File: config.mk
export PLATFORM = sky130hd
export DESIGN_NAME = address_sequencer
export DESIGN_NICKNAME = d
export VERILOG_FILES = /design/src/rtl/address_sequencer_pkg.sv /design/src/rtl/address_sequencer_dwell_counter.sv /design/src/rtl/address_sequencer.sv
export SDC_FILE = /design/constraint.sdc
export NUM_CORES = 1
export LEC_CHECK = 0
export CAP_MARGIN = 15
export CORE_MARGIN = 2
export CORE_UTILIZATION = 57
export CTS_CLUSTER_DIAMETER = 30
export DETAILED_ROUTE_END_ITERATION = 8
export GPL_TIMING_DRIVEN = 0
export PLACE_DENSITY_LB_ADDON = 0.15
export SKIP_CTS_REPAIR_TIMING = 1
export SLEW_MARGIN = 15
export SYNTH_ARGS = -nofsm -noshare
export SYNTH_HDL_FRONTEND = slang
export SYNTH_SLANG_ARGS = --single-unit
File: constraint.sdc
create_clock -name clock -period 3.8 [get_ports clock]
set_clock_uncertainty 0.15 [all_clocks]
set_input_delay 1.14 -clock clock [delete_from_list [all_inputs] [get_ports clock]]
set_output_delay 1.14 -clock clock [all_outputs]
set_load 0.005 [all_outputs]
File: src/rtl/address_sequencer_pkg.sv
// Shared definitions for the address sequencer: FSM state encoding
// and default dwell/timeout constants.
package address_sequencer_pkg;

    typedef enum logic [2:0] {
        S_IDLE       = 3'd0,
        S_REQUEST    = 3'd1,
        S_WAIT_READY = 3'd2,
        S_DWELL      = 3'd3,
        S_ADVANCE    = 3'd4
    } state_t;

    localparam int DEFAULT_DWELL_TICKS    = 50;
    localparam int DEFAULT_TIMEOUT_CYCLES = 4096;

    // Counter width able to hold n itself
    function automatic int count_width(input int n);
        return $clog2(n) + 1;
    endfunction

endpackage

File: src/rtl/address_sequencer_dwell_counter.sv
// Tick-enabled dwell counter; done flags the final tick of a word.
// clear has priority over tick.
module dwell_counter
    import address_sequencer_pkg::*;
#(
    parameter int DWELL_TICKS = DEFAULT_DWELL_TICKS
) (
    input  logic clock,
    input  logic reset_n,
    input  logic clear,
    input  logic tick,
    output logic done
);

    localparam int W = count_width(DWELL_TICKS);

    logic [W-1:0] count;

    // Count tick strobes since the last clear
    always_ff @(posedge clock or negedge reset_n) begin
        if (!reset_n) begin
            count <= '0;
        end else if (clear) begin
            count <= '0;
        end else if (tick) begin
            count <= count + 1'b1;
        end
    end

    assign done = (count == W'(DWELL_TICKS - 1));

endmodule

File: src/rtl/address_sequencer.sv
// Steps a read address through [START_ADDRESS..END_ADDRESS] with an
// unlock/ready handshake and a tick dwell per word. SEQ_TIMEOUT_EN adds a ready timeout.
module address_sequencer
    import address_sequencer_pkg::*;
#(
    parameter int ADDRESS_WIDTH  = 10,
    parameter int START_ADDRESS  = 0,
    parameter int END_ADDRESS    = 1023,
    parameter int DWELL_TICKS    = DEFAULT_DWELL_TICKS,
    parameter int TIMEOUT_CYCLES = DEFAULT_TIMEOUT_CYCLES
) (
    input  logic                     clock,
    input  logic                     reset_n,
    input  logic                     enable,
    input  logic                     tick,
    input  logic                     ready,
    output logic [ADDRESS_WIDTH-1:0] address,
    output logic                     unlock,
    output logic                     busy,
    output logic                     wrap,
    output logic                     timeout
);

    localparam logic [ADDRESS_WIDTH-1:0] START_A = ADDRESS_WIDTH'(START_ADDRESS);
    localparam logic [ADDRESS_WIDTH-1:0] END_A   = ADDRESS_WIDTH'(END_ADDRESS);

    state_t                   state;
    logic [ADDRESS_WIDTH-1:0] next_address;
    logic                     at_end;
    logic                     dwell_clear;
    logic                     dwell_tick;
    logic                     dwell_done;
    logic                     wait_expired;

    assign at_end       = (address == END_A);
    assign next_address = at_end ? START_A : address + 1'b1;
    assign dwell_clear  = (state == S_WAIT_READY) && ready;
    assign dwell_tick   = (state == S_DWELL) && tick;

    dwell_counter #(
        .DWELL_TICKS(DWELL_TICKS)
    ) u_dwell (
        .clock  (clock),
        .reset_n(reset_n),
        .clear  (dwell_clear),
        .tick   (dwell_tick),
        .done   (dwell_done)
    );

`ifdef SEQ_TIMEOUT_EN
    localparam int TW = count_width(TIMEOUT_CYCLES);

    logic [TW-1:0] wait_count;
    logic          timeout_q;

    assign wait_expired = (wait_count == TW'(TIMEOUT_CYCLES - 1));
    assign timeout      = timeout_q;

    // Count cycles spent waiting for ready; flag is sticky until reset
    always_ff @(posedge clock or negedge reset_n) begin
        if (!reset_n) begin
            wait_count <= '0;
            timeout_q  <= 1'b0;
        end else if (state == S_REQUEST) begin
            wait_count <= '0;
        end else if (state == S_WAIT_READY && !ready) begin
            wait_count <= wait_count + 1'b1;
            if (wait_expired) timeout_q <= 1'b1;
        end
    end
`else
    logic unused_timeout_cfg;

    assign unused_timeout_cfg = ^TIMEOUT_CYCLES;
    assign wait_expired       = 1'b0;
    assign timeout            = 1'b0;
`endif

    // Sequencer FSM with address register and registered outputs
    always_ff @(posedge clock or negedge reset_n) begin
        if (!reset_n) begin
            state   <= S_IDLE;
            address <= START_A;
            unlock  <= 1'b0;
            busy    <= 1'b0;
            wrap    <= 1'b0;
        end else begin
            wrap <= 1'b0;
            unique case (state)
                S_IDLE: begin
                    if (enable) begin
                        state <= S_REQUEST;
                        busy  <= 1'b1;
                    end
                end
                S_REQUEST: begin
                    unlock <= 1'b1;
                    state  <= S_WAIT_READY;
                end
                S_WAIT_READY: begin
                    if (ready) begin
                        unlock <= 1'b0;
                        state  <= S_DWELL;
                    end else if (wait_expired) begin
                        unlock  <= 1'b0;
                        address <= next_address;
                        wrap    <= at_end;
                        state   <= S_ADVANCE;
                    end
                end
                S_DWELL: begin
                    if (tick && dwell_done) begin
                        address <= next_address;
                        wrap    <= at_end;
                        state   <= S_ADVANCE;
                    end
                end
                S_ADVANCE: begin
                    if (enable) begin
                        state <= S_REQUEST;
                    end else begin
                        state <= S_IDLE;
                        busy  <= 1'b0;
                    end
                end
                default: begin
                    state  <= S_IDLE;
                    unlock <= 1'b0;
                    busy   <= 1'b0;
                end
            endcase
        end
    end

endmodule

==> flow_summary.toml <==
[run_status]
outcome = "complete, no violations"

[global_routing]
grt_overflow_total = 0
grt_pass1_wl_um = 4036
grt_pass1_vias = 922
gr-usage-all-layers = 0.2044
antenna_found_initial = 0
grt_max_degree = 24

[yosys]
seq_area_frac_synth = 0.4545
synth.distinct_cells = 43
synthArstFlopShare = 1.000
ys_warn_count = 0
syn_inst = 122
synth_flop_cell = "dfrtp_1"
netlist_area_mm2 = 0.001266
yosys_register_bits = 23
avgSynthCellArea_um2 = 10.38
syn-num-nets = 130
synth-edff-count = 0

[worst_setup_path]
end_kind = "output pin"
path_cells = "clkdlybuf4s50_1"
startpoint = "address[3]$_DFFE_PN0P_"
cp.arrival_ns = 1.38
cp_top_family = "buffers and inverters"
cp.depth = 1
r2r_slack_ns = 1.92
slowest_delay_ns = 0.56
worstPathRequired_ns = 2.51
r2r-end = "address[5]$_DFFE_PN0P_"
rr_worst_depth = 9
criticalPathCategory = "reg -> out"
r2r-start = "u_dwell.count[1]$_DFFE_PN0P_"
cp_max_fo = 7
crit_path_end = "address[3]"
cp_slowest_cell = "clkdlybuf4s50_1"
worst_setup_path_start_kind = "register"
crit_buf_inv = 1

[min_path]
min_path_type = "reg -> reg"

[placement]
dpl_cell_area_mm2 = 0.001471
io_buffers = 17
place_hpwl_um = 1677
globalplace.congestion = 0.7795
dp_slack_ns = 0.8056

[detailed_routing]
ant_nets = 0
vias = 962
first_iter_violations = 13
post_drt_wl_per_cell_um = 13.56
vias_per_cell = 5.626
first_pass_iters = 4
drc = 0
wl_um = 2318

[clock_network]
clock_tree.root_cell = "clkbuf_4"
cts_made_buffers = 3
h-tree-depth = 1
clockBufferDepth = 2
cts_tree = "built"
clock_latency_ns = 0.31
clock_sinks = 23
cts.clk_slew.worst_paths_ns = 0.13

[timing]
period_share = 0.7025
setup_slack_ns = 1.131
hold_viol_final = 0
setup_tns_ns = 0
period_minus_slack_ns = 2.669
tightest_slew_ns = 1.016
max_freq_mhz = 374.6
rsz0062_at_grt = "false"
maxSlewViolCount = 0
setup_viol = 0
max_slew_margin = 0.3209

[final_layout]
layout.cells.most_common_list = "dfrtp_1 (23), clkdlybuf4s50_1 (17), nand2_1 (15)"
drive_gt1_frac = 0.1678
n_antenna_cell = 0
final_common_cell = "dfrtp_1"
fill_cells = 178
area_growth_pct = 18.38
final_area_mm2 = 0.001499
fin_nets = 152

[power]
powerDensity_mw_per_mm2 = 439.5
ir_worst_vdd_mv = 0.2347
p_leak_nw = 0.6801
report.power.total_mw = 0.6588

[floorplanning]
io_pins = 19
start_util = 0.5894
dieArea_mm2 = 0.002614
die_h_um = 51.13
coreArea_mm2 = 0.002148
fp-row-count = 17
die_x_um = 51.13

[job]
drv_cap = 0
-- layout make-up --
type | count | area, um2 | area share
buffer | 3 | 38.79 | 0.02588
sequential | 23 | 575.6 | 0.3840
tap | 28 | 35.03 | 0.02337
multi-input combinational | 93 | 639.4 | 0.4265
clock inverter | 1 | 5.005 | 0.003339
inverter | 3 | 12.51 | 0.008347
clock buffer | 3 | 22.52 | 0.01503
timing repair buffer | 17 | 170.2 | 0.1135
-- metal layers --
metal  share of wire  track usage  up-vias  wire, um
li1                -            -      469         -
met3           0.036      0.02632        2        84
met2            0.51       0.3377       25      1179
met1            0.45       0.2747      466      1038
met5               0            0        -         0
met4          0.0060      0.07658        0        14
-- kinds of logic (layout without fill, tap and decap cells) --
family | after synthesis | in the layout | synth area share
AND/OR/NAND/NOR | 59 | 59 | 0.2856
flip-flops | 23 | 23 | 0.4545
AO/OA/AOI/OAI | 19 | 19 | 0.1018
XOR/XNOR | 9 | 9 | 0.06819
buffers and inverters | 6 | 27 | 0.04051
adder cells (fa/ha/maj) | 3 | 3 | 0.02965
multiplexers | 2 | 2 | 0.01680
other | 1 | 1 | 0.002962
-- synth_stat cells (all sizes together), types with 2 or more instances --
master / n / share of area
nor4: 2 / 0.0099
ha: 3 / 0.030
o21ai: 5 / 0.026
nor2b: 2 / 0.0099
nand3b: 3 / 0.018
a31oi: 3 / 0.015
a21oi: 4 / 0.016
nor2: 12 / 0.036
and4: 2 / 0.015
inv: 2 / 0.0059
xnor2: 9 / 0.068
buf: 3 / 0.031
nor3: 4 / 0.025
nand3: 5 / 0.030
nand4: 2 / 0.027
dfrtp: 23 / 0.45
and3: 6 / 0.033
a22o: 3 / 0.022
nand2: 15 / 0.044
-- sequential cells by signal, summed over array words and instances (netlist names) --
name           cells
address           10
u_dwell.count      7
state              3
busy               1
unlock             1
wrap               1
-- per-stage QoR --
step,utilization,cells,hold slack [ns]
floorplan,-,122,0.3277
global placement,0.6849,167,0.3290
detailed placement,0.6849,167,0.3353
CTS,0.6977,171,0.3609
global route,0.6977,171,0.3912
finish,0.6977,171,0.3581
-- power breakdown --
group / switching, mW / internal (mW) / leakage [nW]
registers: 0.0475 / 0.293 / 0.293
clock network: 0.0707 / 0.0392 / 0.0177
logic: 0.101 / 0.108 / 0.370
total: 0.219 / 0.440 / 0.680
-- worst min path at each step --
stage | from | to | slack [ns] | depth (start not counted)
floorplan | address[9]$_DFFE_PN0P_ | address[9]$_DFFE_PN0P_ | 0.33 | 1
finish | address[6]$_DFFE_PN0P_ | address[6]$_DFFE_PN0P_ | 0.36 | 1
global placement | address[6]$_DFFE_PN0P_ | address[6]$_DFFE_PN0P_ | 0.33 | 1
detailed placement | address[6]$_DFFE_PN0P_ | address[6]$_DFFE_PN0P_ | 0.34 | 1
global route | address[6]$_DFFE_PN0P_ | address[6]$_DFFE_PN0P_ | 0.39 | 1
CTS | address[6]$_DFFE_PN0P_ | address[6]$_DFFE_PN0P_ | 0.36 | 1
(Power assumes the default switching activity.)
